--- config.mk ---
export PLATFORM = sky130hd
export DESIGN_NAME = dot_vector_loader
export DESIGN_NICKNAME = d
export VERILOG_FILES = /design/src/rtl/dot_vector_loader.sv
export SDC_FILE = /design/constraint.sdc
export NUM_CORES = 1
export LEC_CHECK = 0
export BUFFER_PORTS_ARGS = -buffer_cell sky130_fd_sc_hd__buf_2
export CAP_MARGIN = 20
export CORE_MARGIN = 2
export CORE_UTILIZATION = 44
export CTS_CLUSTER_SIZE = 28
export DETAILED_ROUTE_END_ITERATION = 8
export GPL_ROUTABILITY_DRIVEN = 0
export HOLD_SLACK_MARGIN = 0.15
export PLACE_DENSITY = 0.76
export SYNTH_ARGS = -nofsm -noshare
export SYNTH_HDL_FRONTEND = slang
export SYNTH_SLANG_ARGS = --single-unit
--- constraint.sdc ---
create_clock -name clk -period 2.1 [get_ports clk]
set_clock_uncertainty 0.1 [all_clocks]
set_input_delay 0.525 -clock clk [delete_from_list [all_inputs] [get_ports clk]]
set_output_delay 0.525 -clock clk [all_outputs]
set_load 0.01 [all_outputs]
--- src/rtl/dot_vector_loader.sv ---
// dot_vector_loader: gathers 32 operand bytes into A/B vectors, starts the dot engine, waits at least MIN_LAT cycles for done, then hands the 16-bit result downstream.
// Ports: clk/rst_n (async active-low reset); s_valid/s_data/s_ready byte input;
// eng_a/eng_b/eng_start/eng_c/eng_done engine side; m_valid/m_data/m_ready result output; busy status.
module dot_vector_loader #(
  parameter int MIN_LAT = 17
) (
  input  logic        clk,
  input  logic        rst_n,
  input  logic        s_valid,
  input  logic [7:0]  s_data,
  output logic        s_ready,
  output logic [7:0]  eng_a [0:15],
  output logic [7:0]  eng_b [0:15],
  output logic        eng_start,
  input  logic [15:0] eng_c,
  input  logic        eng_done,
  output logic        m_valid,
  output logic [15:0] m_data,
  input  logic        m_ready,
  output logic        busy
);
  localparam logic [1:0] LOAD = 2'd0, START = 2'd1, WAIT = 2'd2, OUT = 2'd3;
  localparam int CW = $clog2(MIN_LAT + 1);
  localparam logic [CW-1:0] LAT = CW'(MIN_LAT);
  logic [1:0]    r_state;
  logic [5:0]    r_k;
  logic [CW-1:0] r_cnt;
  logic          w_take;
  logic          w_fire;
  logic [1:0]    w_next;
  assign w_take    = r_state == LOAD && s_valid;
  // r_cnt equals the current cycle index since eng_start, saturated at MIN_LAT,
  // so a done seen before MIN_LAT (left over from the last operation) is ignored.
  assign w_fire    = r_state == WAIT && eng_done && r_cnt == LAT;
  assign s_ready   = r_state == LOAD;
  assign eng_start = r_state == START;
  assign m_valid   = r_state == OUT;
  assign busy      = !(r_state == LOAD && r_k == 6'd0);
  always_comb begin
    w_next = r_state == LOAD  ? ((w_take && r_k == 6'd31) ? START : LOAD) :
             r_state == START ? WAIT :
             r_state == WAIT  ? (w_fire ? OUT : WAIT) :
                                (m_ready ? LOAD : OUT);
  end
  always_ff @(posedge clk or negedge rst_n) begin
    if (!rst_n) begin
      r_state <= LOAD;
      r_k     <= '0;
      r_cnt   <= '0;
      m_data  <= '0;
      for (int i = 0; i < 16; i++) begin
        eng_a[i] <= '0;
        eng_b[i] <= '0;
      end
    end else begin
      if (w_take) begin
        if (r_k[4]) eng_b[r_k[3:0]] <= s_data;
        else eng_a[r_k[3:0]] <= s_data;
        r_k <= r_k == 6'd31 ? 6'd0 : r_k + 6'd1;
      end
      if (w_fire) m_data <= eng_c;
      r_cnt   <= r_state == START ? CW'(1) : r_state != WAIT ? '0 : r_cnt + CW'(r_cnt != LAT);
      r_state <= w_next;
    end
  end
endmodule

==> results.md <==
| Metric | This run |
|---|---|
| Overall power consumption | 0.0176 W |
| Kind of capture point of the worst setup path | output port |
| Layout cells sized above 1 | 0.658 |
| Average instance area after synthesis | 15.9 µm² |
| Crit path setup slack, layout | -0.113 ns |
| Overall die area | 26800 µm² |
| TritonCTS clock tree | built |
| Total of endpoints with negative setup slack in the final report | 1 |
| Clock-pin slew on the worst setup and hold paths | 0.06 ns |
| TritonCTS Buffers | 29 |
| Number of distinct library cells after synthesis | 42 |
| Startpoint of the lowest-slack register-to-register path | r_state[0] |
| Standard-cell rows | 58 |
| Unrepaired setup endpoints after global routing | true |
| Post-synth EDFFs | 0 |
| Instance count after placement with tap cells included | 1341 |
| Effective utilization at floorplan | 0.447 |
| Sort of element at the start of the critical path | register |
| Min-Delay Path Class | in2reg |
| Power per cell area | 1190 nW/µm² |
| Number of synthesis warnings | 0 |
| Syn nets | 739 |
| End-of-flow core utilization | 0.591 |
| Total number of H-tree levels | 1 |
| Capture point of the worst reg-to-reg path | eng_b[99] |
| Sequential Area | 7140 µm² |
| Pin count of the biggest net entering global routing | 60 |
| Post-Syn Area | 11200 µm² |
| Clock Tree Root | clkbuf_16 |
| Share of the synthesized area in the top cell type | 0.636 |
| DRC violation count after routing | 0 |
| Sequential fraction of the synthesis area | 0.636 |
| Post-layout min period | 2.21 ns |
| Top fanout value on the critical path | 2 |
| CTS sink count | 285 |
| Overall routing resource usage | 0.217 |
| Total cell area at the placement stage | 13600 µm² |
| Portion of the clock cycle consumed by the worst path in the final layout | 1.05 |
| Leakage power total | 8.22 nW |
| Die span in y | 164 µm |
| Cells taking the most area after synthesis | dfrtp_1 (64%), mux2_2 (27%), mux2_4 (1.1%) |
| Port bufs | 304 |
| DR vias/cell | 5.12 |
| Setup Crit Path Kind | reg2out |
| Number of fill cells | 1950 |
| Met3 layer wire length in the routed design | 2.11 mm |
| Register-to-register setup slack | 0.06 ns |
| Highest metal layer used by the detailed router | met5 |
| Worst EP arrival | 1.59 ns |
| Hold path startpoint | s_valid |
| Final number of hold-violating endpoints | 0 |
| Number of flip-flops and latches in the synthesized netlist | 285 |
| Library cell occupying the most area in the post-synthesis netlist | dfrtp_1 |
| TNS Setup | -0.113 ns |
| Wire length of the first global-routing pass | 44.8 mm |
| M1 wire length | 12.1 mm |
| Max-slew violation count | 0 |
| MaxCap Viol Count | 0 |
| Area growth from synthesis to final layout | 32.3% |
| Peak supply drop | 0.000725 V |
| Slew @ Worst Pin | 0.869 ns |
| Antenna violations before repair | 1 |
| Number of global-route vias before repair | 7640 |
| Longest Clk Path Bufs | 3 |
| Hold path depth | 4 |
| Synth Flop Type | dfrtp_1 |
| Area inside the core boundary | 25100 µm² |
| Total length of routed wires | 29.6 mm |
| Highest achievable clock rate | 0.452 GHz |
| Gate count after technology mapping | 704 |
| Via total after detailed routing | 7289 |
| Cell depth of the worst flop-to-flop path | 4 |
| HPWL after detailed placement | 19.5 mm |
| Most used standard cell by instance count after synthesis | dfrtp_1 |
| Count of nets after finishing | 1107 |
| Remaining global-route overflow | 0 |
| Initial detailed-routing violation count | 349 |
| Headroom to the max-slew limit | 0.420 |
| Most frequent cells after synthesis | dfrtp_1 (285), mux2_2 (266), clkbuf_1 (29), buf_2 (22), nand3_1 (14) |
| Status | complete, but fails checks |
| Endpoint of the worst hold path | r_k[2] |
| Number of nets with antenna violations after routing | 0 |
| Metal2 WL | 14.5 mm |
| Layout Cell Area excl Fill | 14800 µm² |
| Area occupied by multi-input gates | 3930 µm² |
| Number of standard cells in the layout, taps in and fillers out | 1425 |
| WL per Instance | 20.8 µm |
| Share of synthesized registers carrying an async set or reset | 1.00 |
| Failing checks | setup timing |
| Later-pin clock latency in the skew report | 0.55 ns |
| Top-Level Pins | 305 |
| Initial DRT Pass Iterations | 4 |
| Critical Path RT | 1.47 ns |
| Chip width | 164 µm |
[layer usage]
layer / global-route usage / vias to the layer above
met5: 0 / -
met4: 0.0622 / 2
met3: 0.0584 / 54
met2: 0.370 / 255
met1: 0.273 / 3745
li1: - / 3233
[area by class of cell]
class,instances,area share
Clock inverter,9,0.00548
Timing Repair Buffer,388,0.163
Sequential cell,285,0.481
Antenna cell,1,0.000169
Clock buffer,44,0.0574
Tap cell,330,0.0278
Multi-Input combinational cell,365,0.264
Inverter,3,0.000759
[critical path, cell delays in order, from the launching register on]
cell	delay [ns]
dfrtp_2	0.42
inv_2	0.08
ha_4	0.14
nor2b_4	0.13
nand4_1	0.09
buf_4	0.17
[registers in the layout, summed over array words and instances (netlist names)]
signal   cells
r_k          6
m_data      16
eng_b      128
r_state      2
r_cnt        5
eng_a      128
[through the flow]
| step | worst slack (ns) | hold WS (ns) |
|---|---|---|
| 2_1_floorplan | 0.106 | 0.129 |
| 3_3_place_gp | -0.00943 | 0.383 |
| 3_5_place_dp | -0.0464 | 0.388 |
| 4_1_cts | -0.113 | 0.326 |
| 5_1_grt | -0.167 | 0.366 |
| 6_report | -0.113 | 0.342 |
[cell usage in the layout (no fill, tap or decap), types with 5 or more instances in the layout]
cell type and n:
and3_1 6, buf_12 17, buf_2 302, buf_4 50, clkbuf_1 8, clkbuf_16 29
clkbuf_8 7, dfrtp_1 280, dfrtp_2 5, dlygate4sd3_1 18, mux2_2 266, mux2_4 8
nand3_1 14
[cells by family (layout without fill, tap and decap cells)]
logic type | count (synthesis) | count (layout) | share of synthesized area
DFF | 285 | 285 | 0.636
muxes | 274 | 274 | 0.278
and+or+nand+nor | 73 | 73 | 0.0514
buffers and inverters | 54 | 444 | 0.0205
AOI/OAI and AO/OA | 8 | 8 | 0.00491
adders and majority gates | 6 | 6 | 0.00669
xor gates and xnor gates | 4 | 4 | 0.00312
other | 0 | 1 | 0
[report_power, final]
part	internal, W	total [W]	switching [W]
sequential	0.00686	0.00764	0.000782
combinational	0.00247	0.00493	0.00246
clock	0.00291	0.00503	0.00212
total	0.0122	0.0176	0.00537
[what timing repair did]
item | 4_1_cts | 5_1_grt
resized for setup | 17 | 4
setup buffers | 10 | 2
pin swaps | 3 | 3
hold buffers | 18 | 0
endpoints found under the hold margin | 63 | 0
endpoints found under the setup margin | 20 | 41
[worst max-delay path by stage]
stage              from          to  slack, ns  cells after the start
2_1_floorplan    r_k[0]   eng_b[72]       0.11                      6
3_3_place_gp   r_cnt[1]  m_data[12]     -0.009                      3
3_5_place_dp   r_cnt[1]   m_data[2]      -0.05                      3
4_1_cts          r_k[1]        busy      -0.11                      5
5_1_grt          r_k[1]        busy      -0.17                      5
6_report         r_k[0]        busy      -0.11                      5
Note: power is estimated with default switching activity, not from simulation.
